==> src/rtl/img_buf_arbiter.sv <==
// img_buf_arbiter: shares a single-port image buffer RAM between Nios PIO requests and a pixel stream
module img_buf_arbiter #(
    parameter int ADDR_W      = 8,
    parameter int DATA_W      = 16,
    parameter int FRAME_WORDS = 256
) (
    input  logic              clk_clk,
    input  logic              reset_reset_n,
    input  logic [ADDR_W-1:0] pio_address,
    input  logic [DATA_W-1:0] pio_data,
    input  logic              pio_wren,
    input  logic [7:0]        pio_interlock,
    output logic [DATA_W-1:0] pio_q,
    output logic [7:0]        pio_status,
    input  logic              strm_valid,
    output logic              strm_ready,
    input  logic [DATA_W-1:0] strm_data,
    input  logic              strm_sof,
    output logic [ADDR_W-1:0] ram_address,
    output logic [DATA_W-1:0] ram_data,
    output logic              ram_wren,
    input  logic [DATA_W-1:0] ram_q,
    output logic              frame_done
);
    typedef enum logic [2:0] {IDLE, PIO_WR, PIO_RD, PIO_CAP, STRM_WR} state_t;
    localparam logic [ADDR_W-1:0] LAST = ADDR_W'(FRAME_WORDS - 1);
    state_t state;
    logic [ADDR_W-1:0] wr_ptr;
    logic req_seen, frame_ready, sof_err, ack, lock_d;
    logic lock, pio_pending, grant_slot, last_busy, accept, lock_fall;
    logic unused_interlock;
    function automatic logic [ADDR_W-1:0] step(input logic [ADDR_W-1:0] a);
        return a == LAST ? '0 : a + 1'b1;
    endfunction
    assign unused_interlock = ^{pio_interlock[7:3], pio_interlock[1]};
    assign lock = pio_interlock[2];
    assign pio_pending = pio_interlock[0] != req_seen;
    assign grant_slot = state == IDLE || state == STRM_WR;
    // the last word of a frame is being written: hold the stream off until frame_ready takes over
    assign last_busy = state == STRM_WR && ram_address == LAST;
    // lock_d also gates the stream so the pointer clear on lock release never races an accept
    assign strm_ready = reset_reset_n && grant_slot && !pio_pending && !lock && !lock_d && !frame_ready && !last_busy;
    assign accept = strm_valid && strm_ready;
    assign lock_fall = lock_d && !lock;
    assign pio_status = {5'b0, sof_err, frame_ready, ack};
    // arbitration FSM, RAM port registers and frame bookkeeping
    always_ff @(posedge clk_clk or negedge reset_reset_n)
        if (!reset_reset_n) begin
            state       <= IDLE;
            wr_ptr      <= '0;
            req_seen    <= 1'b0;
            frame_ready <= 1'b0;
            sof_err     <= 1'b0;
            ack         <= 1'b0;
            lock_d      <= 1'b0;
            pio_q       <= '0;
            ram_address <= '0;
            ram_data    <= '0;
            ram_wren    <= 1'b0;
            frame_done  <= 1'b0;
        end else begin
            lock_d     <= lock;
            frame_done <= last_busy;
            ram_wren   <= 1'b0;
            if (lock_fall) begin
                frame_ready <= 1'b0;
                sof_err     <= 1'b0;
                wr_ptr      <= '0;
            end
            if (last_busy)
                frame_ready <= 1'b1;
            case (state)
                PIO_WR: begin
                    state <= IDLE;
                    ack   <= ~ack;
                end
                PIO_RD:
                    state <= PIO_CAP;
                PIO_CAP: begin
                    state <= IDLE;
                    ack   <= ~ack;
                    pio_q <= ram_q;
                end
                default:
                    if (pio_pending) begin
                        req_seen    <= pio_interlock[0];
                        ram_address <= pio_address;
                        ram_data    <= pio_data;
                        ram_wren    <= pio_wren;
                        state       <= pio_wren ? PIO_WR : PIO_RD;
                    end else if (accept) begin
                        ram_address <= strm_sof ? '0 : wr_ptr;
                        ram_data    <= strm_data;
                        ram_wren    <= 1'b1;
                        wr_ptr      <= step(strm_sof ? '0 : wr_ptr);
                        if (strm_sof && wr_ptr != '0)
                            sof_err <= 1'b1;
                        state       <= STRM_WR;
                    end else
                        state <= IDLE;
            endcase
        end
endmodule

==> config.mk <==
export PLATFORM = sky130hd
export DESIGN_NAME = img_buf_arbiter
export DESIGN_NICKNAME = d
export VERILOG_FILES = /design/src/rtl/img_buf_arbiter.sv
export SDC_FILE = /design/constraint.sdc
export NUM_CORES = 1
export LEC_CHECK = 0
export ABC_AREA = 1
export CORE_MARGIN = 10
export CORE_UTILIZATION = 41
export CTS_BUF_LIST = sky130_fd_sc_hd__clkbuf_4
export DETAILED_ROUTE_END_ITERATION = 12
export PLACE_DENSITY = 0.78
export SLEW_MARGIN = 20
export SYNTH_ARGS = -nofsm -noshare
export SYNTH_HDL_FRONTEND = slang
export SYNTH_SLANG_ARGS = --single-unit
==> constraint.sdc <==
create_clock -name clk_clk -period 1.25 [get_ports clk_clk]
set_input_delay 0.125 -clock clk_clk [delete_from_list [all_inputs] [get_ports clk_clk]]
set_output_delay 0.125 -clock clk_clk [all_outputs]
set_load 0.02 [all_outputs]
Word level (Yosys, flattened, before mapping)
Index checks and enable logic that the tools add are counted.
{"block": "word_totals", "reg_bits": 58, "inputBits": 69, "out_inout_bits": 51, "word_cells": 70}
{"block": "op_classes", "add_sub_neg": 1, "n_eq_ne": 7, "n_mux": 24, "bitwise_logic": 2, "n_reduce_logical": 24}
{"operator": "$mux 8", "count": 8}
{"operator": "$mux 16", "count": 2}
{"operator": "$eq 8x8->1 const B", "count": 2}
{"operator": "$logic_and 1x1->1", "count": 10}
{"operator": "$mux 1", "count": 10}
{"operator": "$add 8x1->8 const B", "count": 1}
{"operator": "$reduce_bool 8->1", "count": 1}
{"operator": "$eq 3x2->1 const B", "count": 2}
{"operator": "$mux 3", "count": 2}
{"operator": "$pmux 3 s2", "count": 1}
{"operator": "$logic_not 1->1", "count": 5}
{"operator": "$reduce_and 2->1", "count": 2}
{"operator": "$reduce_bool 2->1", "count": 2}
{"operator": "$eq 3x1->1 const B", "count": 1}
{"operator": "$eq 3x3->1 const B", "count": 1}
{"operator": "$logic_not 3->1", "count": 1}
{"operator": "$reduce_or 3->1", "count": 1}
{"operator": "$mux 2", "count": 1}
{"operator": "$not 1->1", "count": 2}
{"operator": "$reduce_or 2->1", "count": 1}
{"operator": "$logic_or 1x1->1", "count": 1}
{"operator": "$ne 1x1->1", "count": 1}

Longest topological paths before layout
{"block": "logic_depth", "ltp_word": 12, "mapped_depth": 11, "ltp_nobuf": 11}

Worst setup path after synthesis
OpenSTA, ideal clock, no wires.
{"block": "synth_path", "path_kind": "reg-to-reg", "startpoint": "reg ram_address[3]", "endpoint": "reg ram_address[3]", "setup_ns": 0.065, "arrival_ns": 1.291, "path_slack_ns": -0.106, "path_stages_with_launch": 9, "synth_period_minus_slack_ns": 1.356, "path_cell_list": "dfrtp_1 > nand2_1 > nor2_1 > nand3_2 > nand3_4 > buf_12 > buf_12 > nand3_2 > nand2_1"}
{"block": "synth_via", "elab_chain_cells": 7}
{"item": "start: declaration", "line": "19", "rtl": "output logic [ADDR_W-1:0] ram_address,"}
{"item": "start signal: assignment", "line": "87", "rtl": "ram_address <= pio_address;"}
{"item": "start signal: assignment", "line": "92", "rtl": "ram_address <= strm_sof ? '0 : wr_ptr;"}
{"item": "$eq 8x8->1", "line": "40", "rtl": "assign last_busy = state == STRM_WR && ram_address == LAST;"}
{"item": "$logic_and 1x1->1", "line": "40"}
{"item": "$logic_not 1->1", "line": "42", "rtl": "assign strm_ready = reset_reset_n && grant_slot && !pio_pending && !lock && !lock_d && !frame_ready && !last_b ..."}
{"item": "$logic_and 1x1->1", "line": "42"}
{"item": "$logic_and 1x1->1", "line": "43", "rtl": "assign accept = strm_valid && strm_ready;"}
{"item": "$reduce_bool 2->1 (no line)"}
{"item": "$reduce_and 2->1 (no line)"}
Every way passes these cells.
A chain may end at the register's enable or synchronous reset.

Worst setup path in the final report
{"block": "layout_path", "startpoint": "reg lock_d", "endpoint": "out strm_ready"}
{"block": "layout_via", "elab_chain_cells": 4}
{"item": "start: declaration", "line": "29", "rtl": "logic req_seen, frame_ready, sof_err, ack, lock_d;"}
{"item": "start signal: assignment", "line": "62", "rtl": "lock_d <= lock;"}
{"item": "$logic_not 1->1", "line": "42"}
{"item": "$logic_and 1x1->1 (3 in a row)", "line": "42"}
{"item": "end: declaration", "line": "16", "rtl": "output logic strm_ready,"}
Every way passes these cells.

==> run metrics <==
status complete, but fails checks; violated checks setup timing; max cap viols 0; share of cells above drive strength 1 0.338; Final period util 1.19; CP Capture Type primary output; Starting DRT DRC Count 132; most common cell after layout, fill and taps aside nand2_1; count of pins over their slew limit 0; Required @ worst endpoint 1.12 ns; row cnt 31; Placer Congestion 0.851; Total Wirelength 9.74 mm; Clk Latency, worst-skew pair 0.38 ns; dpl cells 609; # IOs 120; Die H 108 um; top post-synthesis cells by area dfrtp_1, nand2_1, nand3_2, mux2_2, nand3_1; fin crit period 1.49 ns; Final Hold Viols 0; antenna diode count 0; setup ws final -0.235 ns; DRT antenna net count 0; synth warn 0; mean number of vias per cell 4.77; Cell Chain, Critical Path nor2_2 > nand2_4 > nor2_4 > nand2_2 > inv_2 > buf_6; CP max stage delay 0.42 ns; post-synth top area share 0.460; Worst slew margin 0.519; Clock Path Buffers 2; Gate Count Post-Synth 371; clk sinks 58; Critical R2R Launch lock_d; largest net degree at the start of global routing 59; Worst Path Buf+Inv 2; starting density of the core 0.428; most frequent cells in the layout nand2_1, clkdlybuf4s50_1, dfrtp_1, buf_4, nand3_2; sequential share of the synthesized area 0.460; CP Launch Type register; CTS root buf clkbuf_4; Mapped Avg Cell Area 8.50 um2; fin cells 634; hold_sp pio_interlock[2]; Area growth syn-to-layout 54.5%; dominant cell type by area after synthesis dfrtp_1; CP top delay family flip-flops; crit path max fanout 2; slew at the pin with the worst max-slew slack 0.722 ns; Port Buffer Count 108; Max Freq 673 MHz; Worst EP arrival 1.36 ns; first-pass GRT wire length 15.8 mm; vias in the first global route 3,213; nets 600; final setup violation count 47; total die area 11,600 um2; Netlist Area Pre-Place 3150 um2; vias post-DR 3,027; Core Footprint 7370 um2; initial antenna violation count 0; skew final 0.0173 ns; slowest CP cell dfrtp_1; CP Class register to primary output; Hold Worst Slack 0.283 ns; mean routed wirelength per cell 15.4 um; Final Core Density 0.661; total power density per cell area 2010 nW/um2; Crit. Startpoint lock_d; H-tree depth 3; Tot GR Track Use 0.168; DR pass1 iterations 6; drt drc 0; clock transition at the registers of the reported paths 0.09 ns; Max VDD drop 0.893 mV; Die W 108 um; CTS tree yes; Leak 0.00249 uW; Worst Hold Class input port to register; Yosys reg bits 58; unrepaired setup endpoints after global routing yes; post-DP HPWL 7.17 mm; TritonCTS Buffers 9; synth unique cells 29; GRT overflow 0
cell type report:
cell class | count | area (um2)
fillers | 603 | 2500
multi-input cells | 268 | 1530
repair buffers | 166 | 1530
flip-flops and latches | 58 | 1460
inverters | 27 | 124
well taps | 99 | 124
clock buffers | 9 | 67.6
clock inverters | 7 | 36.3
synth_stat cells:
library cell,count
nand3b_1,1
clkbuf_4,1
nor3_1,1
nor2_2,3
buf_4,9
inv_2,7
conb_1,1
nand3_1,21
a21oi_2,1
buf_12,3
inv_4,1
nand2_2,2
ha_1,1
nand2_4,4
o21ai_1,3
nor2_1,19
nor2_4,1
buf_2,8
xor2_1,3
nand4_1,3
dfrtp_1,58
o21ai_0,10
inv_1,19
nand3_4,1
nand2_1,149
mux2_2,16
buf_8,1
xnor2_1,1
nand3_2,23
per-layer routing:
layer / up-vias / routed length [um] / global-route usage
met2: 126 / 4910 / 0.297
li1: 1483 / - / -
met3: 12 / 675 / 0.0437
met1: 1406 / 4040 / 0.193
met5: - / 0 / 0
met4: 0 / 116 / 0.0515
flip-flops by register name (all words and copies together), names as in the netlist:
register and flops:
state 3, sof_err 1, frame_ready 1, ram_wren 1, frame_done 1, ram_data 16, wr_ptr 8, pio_q 16
ram_address 8, lock_d 1, ack 1, req_seen 1
worst reg2reg max path, delay by kind of cell (launching register included):
family / cells / cell delay, ns
simple gates: 6 / 0.62
flops: 1 / 0.42
buf+inv: 2 / 0.34
stage by stage:
step / cell area, um2 / TNS (ns) / total power, uW / worst slack (ns)
after floorplan: 3190 / -1.98 / 5950 / -0.0711
after global placement: 4610 / -15.75 / 8350 / -0.534
after detailed placement: 4610 / -17.02 / 8520 / -0.538
after CTS: 4870 / -8.47 / 9780 / -0.262
after global routing: 4870 / -11.52 / 10400 / -0.330
final: 4870 / -7.26 / 9770 / -0.235
worst paths after layout:
| check | endpoint | slack, ns | depth (start not counted) |
|---|---|---|---|
| setup reg to reg | ram_data[0] | -0.23 | 8 |
| hold reg to reg | ack | 0.49 | 1 |
| setup / recovery | strm_ready | -0.24 | 6 |
| max in group asynchronous | ram_address[6] | 0.32 | 3 |
| hold / removal | lock_d | 0.28 | 1 |
| min in group asynchronous | state[2] | 0.43 | 3 |
repair_timing:
| action | 4_1_cts | 5_1_grt |
|---|---|---|
| endpoints found under the hold margin | 58 | 0 |
| gates resized for setup | 133 | 55 |
| pin swaps | 5 | 5 |
| gates cloned | 2 | 1 |
| buffers inserted | 3 | 3 |
| hold buffers | 1 | 0 |
| setup endpoints to repair | 85 | 91 |
logic make-up (layout without fill, tap and decap cells):
| logic type | Yosys count | in the layout | share of synthesized area |
|---|---|---|---|
| muxes | 16 | 16 | 0.0571 |
| xor gates and xnor gates | 4 | 4 | 0.0111 |
| other | 1 | 5 | 0.00119 |
| AOI/OAI and AO/OA | 14 | 14 | 0.0234 |
| adders and majority gates | 1 | 1 | 0.00397 |
| and+or+nand+nor | 228 | 228 | 0.350 |
| buffers and inverters | 49 | 209 | 0.0933 |
| DFF | 58 | 58 | 0.460 |
report_power, final:
group,internal [uW],switching [uW],leakage [uW]
Combinational,2630,3020,0.00171
Clock,382,706,0.0000542
Sequential,2600,435,0.000720
(Power assumes the default switching activity.)
